## src/rtl/if_fetch_pkg.sv

```systemverilog
// Shared fetch-stage definitions: state encodings, reset PC and the NOP bubble word.
package if_fetch_pkg;

    localparam logic [31:0] PC_INITIAL = 32'h0000_0000;
    localparam logic [31:0] NOP_WORD   = 32'h0000_0013;

    typedef enum logic [1:0] {
        FS_REQ  = 2'd0,
        FS_WAIT = 2'd1,
        FS_HOLD = 2'd2
    } fetch_state_e;

    // Redirect targets may carry stray low bits; fetch addresses are always word aligned.
    function automatic logic [31:0] word_align(input logic [31:0] addr);
        return {addr[31:2], 2'b00};
    endfunction

endpackage

```

## src/rtl/if_fetch.sv

```systemverilog
// Instruction-fetch stage: owns the PC, keeps one imem read in flight, buffers the
// returned word until the IF/ID stall releases it, and squashes stale responses on redirect.
module if_fetch
    import if_fetch_pkg::*;
#(
    parameter logic [31:0] PC_RESET = PC_INITIAL,
    parameter logic [31:0] NOP_INST = NOP_WORD
) (
    input  logic        clk,
    input  logic        rst,
    input  logic        stop,
    input  logic        redirect,
    input  logic [31:0] redirect_pc,
    output logic        imem_req,
    output logic [31:0] imem_addr,
    input  logic        imem_rvalid,
    input  logic [31:0] imem_rdata,
    output logic        if_valid,
    output logic [31:0] if_inst,
    output logic [31:0] if_pc,
    output logic [31:0] if_npc
);

    fetch_state_e state_q, state_d;
    logic [31:0]  pc_q, pc_d;
    logic         kill_q, kill_d;
    logic [31:0]  inst_buf_q, inst_buf_d;

    logic         req;
    logic [31:0]  addr;
    logic         valid;
    logic [31:0]  pc_out;

    always_comb begin
        state_d    = state_q;
        pc_d       = pc_q;
        kill_d     = kill_q;
        inst_buf_d = inst_buf_q;
        req        = 1'b0;
        addr       = pc_q;
        valid      = 1'b0;

        case (state_q)
            FS_REQ: begin
                if (redirect) begin
                    pc_d = word_align(redirect_pc);
                end else begin
                    req     = 1'b1;
                    state_d = FS_WAIT;
                end
            end
            FS_WAIT: begin
                if (redirect) begin
                    pc_d = word_align(redirect_pc);
                    // A response landing with the redirect settles the outstanding request.
                    if (imem_rvalid) begin
                        kill_d  = 1'b0;
                        state_d = FS_REQ;
                    end else begin
                        kill_d = 1'b1;
                    end
                end else if (imem_rvalid) begin
                    if (kill_q) begin
                        kill_d  = 1'b0;
                        state_d = FS_REQ;
                    end else begin
                        inst_buf_d = imem_rdata;
                        state_d    = FS_HOLD;
                    end
                end
            end
            FS_HOLD: begin
                if (redirect) begin
                    pc_d    = word_align(redirect_pc);
                    state_d = FS_REQ;
                end else begin
                    valid = 1'b1;
                    if (!stop) begin
                        req     = 1'b1;
                        addr    = pc_q + 32'd4;
                        pc_d    = pc_q + 32'd4;
                        state_d = FS_WAIT;
                    end
                end
            end
            default: state_d = FS_REQ;
        endcase

        // Reset also silences the outputs in the very cycle it is asserted.
        if (rst) begin
            state_d    = FS_REQ;
            pc_d       = PC_RESET;
            kill_d     = 1'b0;
            inst_buf_d = NOP_INST;
            req        = 1'b0;
            valid      = 1'b0;
        end
    end

    always_ff @(posedge clk) begin
        state_q    <= state_d;
        pc_q       <= pc_d;
        kill_q     <= kill_d;
        inst_buf_q <= inst_buf_d;
    end

    assign pc_out    = rst ? PC_RESET : pc_q;
    assign imem_req  = req;
    assign imem_addr = addr;
    assign if_valid  = valid;
    assign if_inst   = valid ? inst_buf_q : NOP_INST;
    assign if_pc     = pc_out;
    assign if_npc    = pc_out + 32'd4;

endmodule
```

## config.mk

```make
export PLATFORM = sky130hd
export DESIGN_NAME = if_fetch
export DESIGN_NICKNAME = d
export VERILOG_FILES = /design/src/rtl/if_fetch_pkg.sv /design/src/rtl/if_fetch.sv
export SDC_FILE = /design/constraint.sdc
export NUM_CORES = 1
export LEC_CHECK = 0
export BUFFER_PORTS_ARGS = -buffer_cell sky130_fd_sc_hd__buf_2
export CELL_PAD_IN_SITES_DETAIL_PLACEMENT = 1
export CELL_PAD_IN_SITES_GLOBAL_PLACEMENT = 1
export CORE_MARGIN = 2
export CORE_UTILIZATION = 30
export DETAILED_ROUTE_END_ITERATION = 10
export GPL_TIMING_DRIVEN = 0
export PLACE_DENSITY_LB_ADDON = 0.1
export RECOVER_POWER = 50
export SLEW_MARGIN = 0
export SYNTH_ARGS = -nofsm -noshare
export SYNTH_HDL_FRONTEND = slang
export SYNTH_SLANG_ARGS = --single-unit
```

## constraint.sdc

```tcl
create_clock -name clk -period 4.25 [get_ports clk]
set_input_delay 0.85 -clock clk [delete_from_list [all_inputs] [get_ports clk]]
set_output_delay 0.85 -clock clk [all_outputs]
set_load 0.05 [all_outputs]
```

==> results.tsv, run 1 <==
metric	value	unit
dr.pass1.iters	5	
cts-root-buf	clkbuf_16	
min_period	4.186	ns
critPathRequiredTime	3.40	ns
fin_skew	0.007616	ns
start_util	30.84	%
cts_sinks	65	
vias	5925	
drive_above_1_share	26.84	%
use_met2	42.07	%
dp_hpwl	16.56	mm
design_area	6546	µm²
synth_top_area_cell	dfxtp_1	
tns	0	ns
die_h	132.3	µm
hp-class	reg2reg	
max_cap_viol_count	0	
route.antenna.remaining_nets	0	
cts_tree	yes	
ys_ff_latch	65	
drt_first_iter_violations	370	
status	finished clean	
track_usage	24.57	%
hold_viol	0	
placement.io_buffers	190	
place_ws	-0.6606	ns
fmax	238.9	MHz
via_per_inst	5.262	
ir_worst_vdd	218.7	µV
worstSetupPathType	in2out	
wl_per_cell	19.48	µm
grt_use_met3	6.075	%
seq_area_frac_synth	26.37	%
synthesis.instances	695	
nets	975	
ctsHoldBuffers	0	
syn_to_final_growth	32.66	%
critPathCaptureType	output pin	
yosys.cell_types.count	68	
core	16000	µm²
grt_use_met1	30.60	%
grt_max_degree	16	
relSlewSlack	35.09	%
multi_input_area	3329	µm²
grt-ovfl-total	0	
setup_ws	0.06379	ns
dpl-instance-area	6247	µm²
drc	0	
io_pins	199	
worstPathMaxFanout	15	
synth_top_flop_cell	dfxtp_1	
rows	46	
cts_made_buffers	9	
routabilityCongestion	0.8942	
synth.area.top_cells	dfxtp_1 26%, nand2_1 8.6%, xnor2_1 6.0%	
critPathArrivalTime	3.34	ns
grt_pass1_vias	6068	
synth_top_area_share	26.37	%
synthTopCellsByCount	113 x nand2_1, 65 x dfxtp_1, 64 x nor2_1	
drv_slew	0	
busiest_layer	met2	
synth_edf_count	0	
path_clk_slew	0.06	ns
grt_first_pass_wirelength	33.84	mm
clk_latency	0.35	ns
power.leakage	2.748	nW
die_width	132.3	µm
finalCritPeriodShare	98.50	%
yosys_warnings	0	
seq_area	1301	µm²
avgSynthCellArea	7.100	µm²
synth_area	4935	µm²
tightest_slew	0.9648	ns
dieArea	17490	µm²
async_flop_share	0	%
htreeDepth	3	
synth_most_common_cell	nand2_1	
antenna_found_initial	1	
final.fill_count	2126	
finalCoreUtilization	40.91	%
finalSetupViolations	0	
p_per_area	285.6	nW/µm²
drt-total-wl	21.93	mm
crit_path_start_kind	primary input	
cts_max_path_buffers	2	
==> power by group <==
group	internal (mW)	switching, mW
combinational	0.134	0.347
clock	0.417	0.319
sequential	0.637	0.0157
total	1.19	0.682
==> stage by stage <==
stage / hold WS (ns) / cells / total power [mW]
after floorplan: 0.4311 / 700 / 1.000
after global placement: 0.4382 / 1106 / 1.136
after detailed placement: 0.4487 / 1106 / 1.147
after CTS: 0.4580 / 1124 / 1.890
after global routing: 0.4796 / 1125 / 1.945
final: 0.4558 / 1126 / 1.870
==> metal layers <==
layer  share of wire, %  wire length (µm)
met3                6.9              1524
met2                 48             10440
met1                 43              9486
met4                2.2               477
met5              0.032                 7
==> worst paths after layout <==
check	start	to	slack, ns	cells after the start
worst min register to register	inst_buf_q[8]	inst_buf_q[8]	0.46	2
worst max register to register	state_q[0]	pc_q[19]	1.47	6
worst max-delay path	rst	if_npc[26]	0.06	12
worst min-delay path	inst_buf_q[8]	inst_buf_q[8]	0.46	2
==> logic make-up after synthesis <==
kind of cell / count (synthesis) / synth area share (%)
AOI/OAI and AO/OA: 132 / 17.22
other: 1 / 0.07599
muxes: 2 / 0.4310
buffers and inverters: 84 / 8.088
xor gates and xnor gates: 58 / 10.29
adders and majority gates: 2 / 0.5070
and+or+nand+nor: 351 / 37.02
DFF: 65 / 26.37
==> repair_timing <==
item | CTS | global route
pin swaps | 2 | 0
gates resized for setup | 6 | 2
endpoints found under the setup margin | 12 | 3
hold endpoints to repair | 0 | 0
buffers inserted | 3 | 1
==> state kept, by name, summed over array words and instances (netlist names) <==
| register | cells |
|---|---|
| inst_buf_q | 32 |
| pc_q | 30 |
| state_q | 2 |
| kill_q | 1 |
==> area by class of cell <==
cell class / count / area share, %
Buffer: 73 / 5.581
Clock inverter: 6 / 0.7454
Multi-Input combinational cell: 551 / 50.86
Clock buffer: 10 / 3.651
Timing Repair Buffer: 194 / 14.49
Antenna cell: 1 / 0.03823
Tap cell: 216 / 4.128
Inverter: 10 / 0.6307
Sequential cell: 65 / 19.88
==> cell usage in the layout, fill, tap and decap left out, drive strengths merged, types with 4 or more instances in the layout <==
cell / count
xor2: 24
nand3: 24
nand2: 114
a2111oi: 4
nand4: 17
a221oi: 4
nor2b: 26
o22ai: 9
xnor2: 34
o21ai: 19
dfxtp: 65
buf: 196
nand2b: 7
a21oi: 54
nor3: 21
nand3b: 5
inv: 9
nor4: 16
clkbuf: 81
and2: 33
conb: 6
a21boi: 5
a31oi: 9
nor2: 65
or3: 10
clkinvlp: 4
==> critical path, cell delays in order <==
cell and delay, ns:
buf_2 0.21, buf_4 0.24, nand2b_4 0.17, clkinvlp_4 0.07
ha_1 0.20, nand3_2 0.18, nor4_4 0.28, buf_4 0.20
nand4_1 0.17, or3_1 0.39, a21oi_2 0.15, buf_4 0.22
(Power assumes the default switching activity.)
==> run 2: changes to the inputs <==
Settings changed: CORE_MARGIN 2 to not set, MAX_ROUTING_LAYER set to met4.
==> run 2 against run 1 <==
Worst setup slack improved by 0.044 ns. Register-to-register slack improved by 0.10 ns. Sequential power about the same. Via count decreased by 1.0%. Global-route usage increased by 1.8 points. Combinational power about the same. Total power increased by 1.1%. Count of clock-buffer cells in the layout unchanged. Critical path type unchanged. Critical endpoint is now imem_addr[13]. Largest cell class unchanged. Largest power group unchanged.
==> results.tsv, run 2 (synthesis results as in run 1) <==
metric	value	unit
cpMaxStageDelayCell	clkbuf_1	
critPathArrivalTime	3.29	ns
rows	46	
htreeDepth	3	
regToRegStartpoint	state_q[0]	
worstSetupPathType	in2out	
grt_first_pass_wirelength	32.62	mm
top_regs	inst_buf_q (32), pc_q (30), state_q (2)	
route.antenna.remaining_nets	0	
place_ws	-0.6787	ns
holdPathStages	2	
cts-root-buf	clkbuf_16	
routabilityCongestion	0.9267	
critPathRequiredTime	3.40	ns
io_pins	199	
cp_slowest_stage_delay	0.59	ns
drt-total-wl	21.33	mm
path_clk_slew	0.06	ns
fmax	241.4	MHz
dr.pass1.iters	5	
p_total	1.890	mW
hold_viol	0	
grt_pass1_vias	5898	
fin_skew	0.005823	ns
crit_chain	buf_2 > nor3b_1 > clkbuf_1 > clkbuf_1 > nand3_1 > xnor2_1 > buf_2	
finalSetupViolations	0	
whs	0.4517	ns
tightest_slew	0.9414	ns
dp.cells	1106	
nets	974	
wl_per_cell	18.96	µm
critPathCaptureType	output pin	
track_usage	26.36	%
p_per_area	288.5	nW/µm²
via_per_inst	5.212	
hp-start	inst_buf_q[22]	
start_util	30.95	%
crit_buf_inv	4	
grt-ovfl-total	0	
drc	0	
relSlewSlack	36.66	%
finalCoreUtilization	41.08	%
dieArea	16970	µm²
antenna_found_initial	1	
drt_first_iter_violations	328	
max_cap_viol_count	0	
status	finished clean	
finalCritPeriodShare	97.45	%
final_common_cell	buf_2	
syn_to_final_growth	32.73	%
min_to	inst_buf_q[22]	
clk_latency	0.34	ns
grt_max_degree	16	
stdcell_count	1125	
core	15940	µm²
layout_common_cells	172 x buf_2, 113 x nand2_1, 70 x clkbuf_1	
placement.io_buffers	190	
cp_top_family	buffers and inverters	
ir_worst_vdd	212.9	µV
dp_hpwl	16.21	mm
worstPathMaxFanout	10	
hp-class	reg2reg	
vias	5863	
drv_slew	0	
r2r_end	pc_q[25]	
die_h	130.3	µm
largest_register_ffs	32	
cts_tree	yes	
drive_above_1_share	26.65	%
setup_ws	0.1083	ns
cts_made_buffers	9	
reg2regPathDepth	6	
cts_max_path_buffers	2	
min_period	4.142	ns
r2r_slack	1.57	ns
die_width	130.3	µm
cts_sinks	65	
crit_path_start_kind	primary input	
power.leakage	2.745	nW
largest_register	inst_buf_q	
-- run 2: layer usage --
metal  GRT usage, %  vias to the layer above  part of all wire (%)
met5              -                        -                     0
met1          32.05                     2827                    43
li1               -                     2795                     -
met3          5.248                       28                   7.0
met2          44.02                      213                    48
met4          7.387                        0                   1.8
-- run 2: per-stage QoR --
step,TNS (ns),cell area [µm²]
2_1_floorplan,-0.01808,5026
3_3_place_gp,-3.675,6247
3_5_place_dp,-3.978,6247
4_1_cts,0,6576
5_1_grt,-0.004308,6550
6_report,0,6550
-- run 2: power breakdown --
group / internal (mW) / switching, mW / leakage (nW)
registers: 0.637 / 0.0155 / 0.530
clock network: 0.456 / 0.301 / 0.139
logic: 0.135 / 0.345 / 2.08
-- run 2: layout make-up --
| type | count | area [µm²] |
|---|---|---|
| tap | 216 | 270.3 |
| buffer | 73 | 370.4 |
| clock buffer | 10 | 229.0 |
| timing repair buffer | 193 | 943.4 |
| sequential | 65 | 1301 |
| antenna | 1 | 2.502 |
| clock inverter | 6 | 67.56 |
| multi-input combinational | 551 | 3324 |
| fill | 2110 | 9393 |
| inverter | 10 | 41.29 |
-- run 2: worst reg2reg max path: stages (launching register included) --
cell and delay, ns:
dfxtp_1 0.31, clkbuf_1 0.21, nor3b_1 0.52, clkbuf_1 0.59
clkbuf_1 0.56, o21ai_0 0.22, a31oi_1 0.19
-- run 2: worst max-delay path by stage --
stage	from	endpoint	slack, ns	cells past startpoint
global placement	rst	if_npc[26]	-0.66	12
global route	rst	if_npc[26]	-0.004	12
floorplan	rst	if_npc[26]	-0.02	10
finish	redirect	imem_addr[13]	0.11	7
CTS	rst	if_npc[26]	0.07	12
detailed placement	rst	if_npc[30]	-0.68	12
-- run 2: repair_timing --
| item | 4_1_cts | 5_1_grt |
|---|---|---|
| endpoints found under the setup margin | 12 | 2 |
| setup buffers | 2 | 1 |
| hold buffers | 0 | 0 |
| pin swaps | 2 | 0 |
| resized for setup | 7 | 2 |
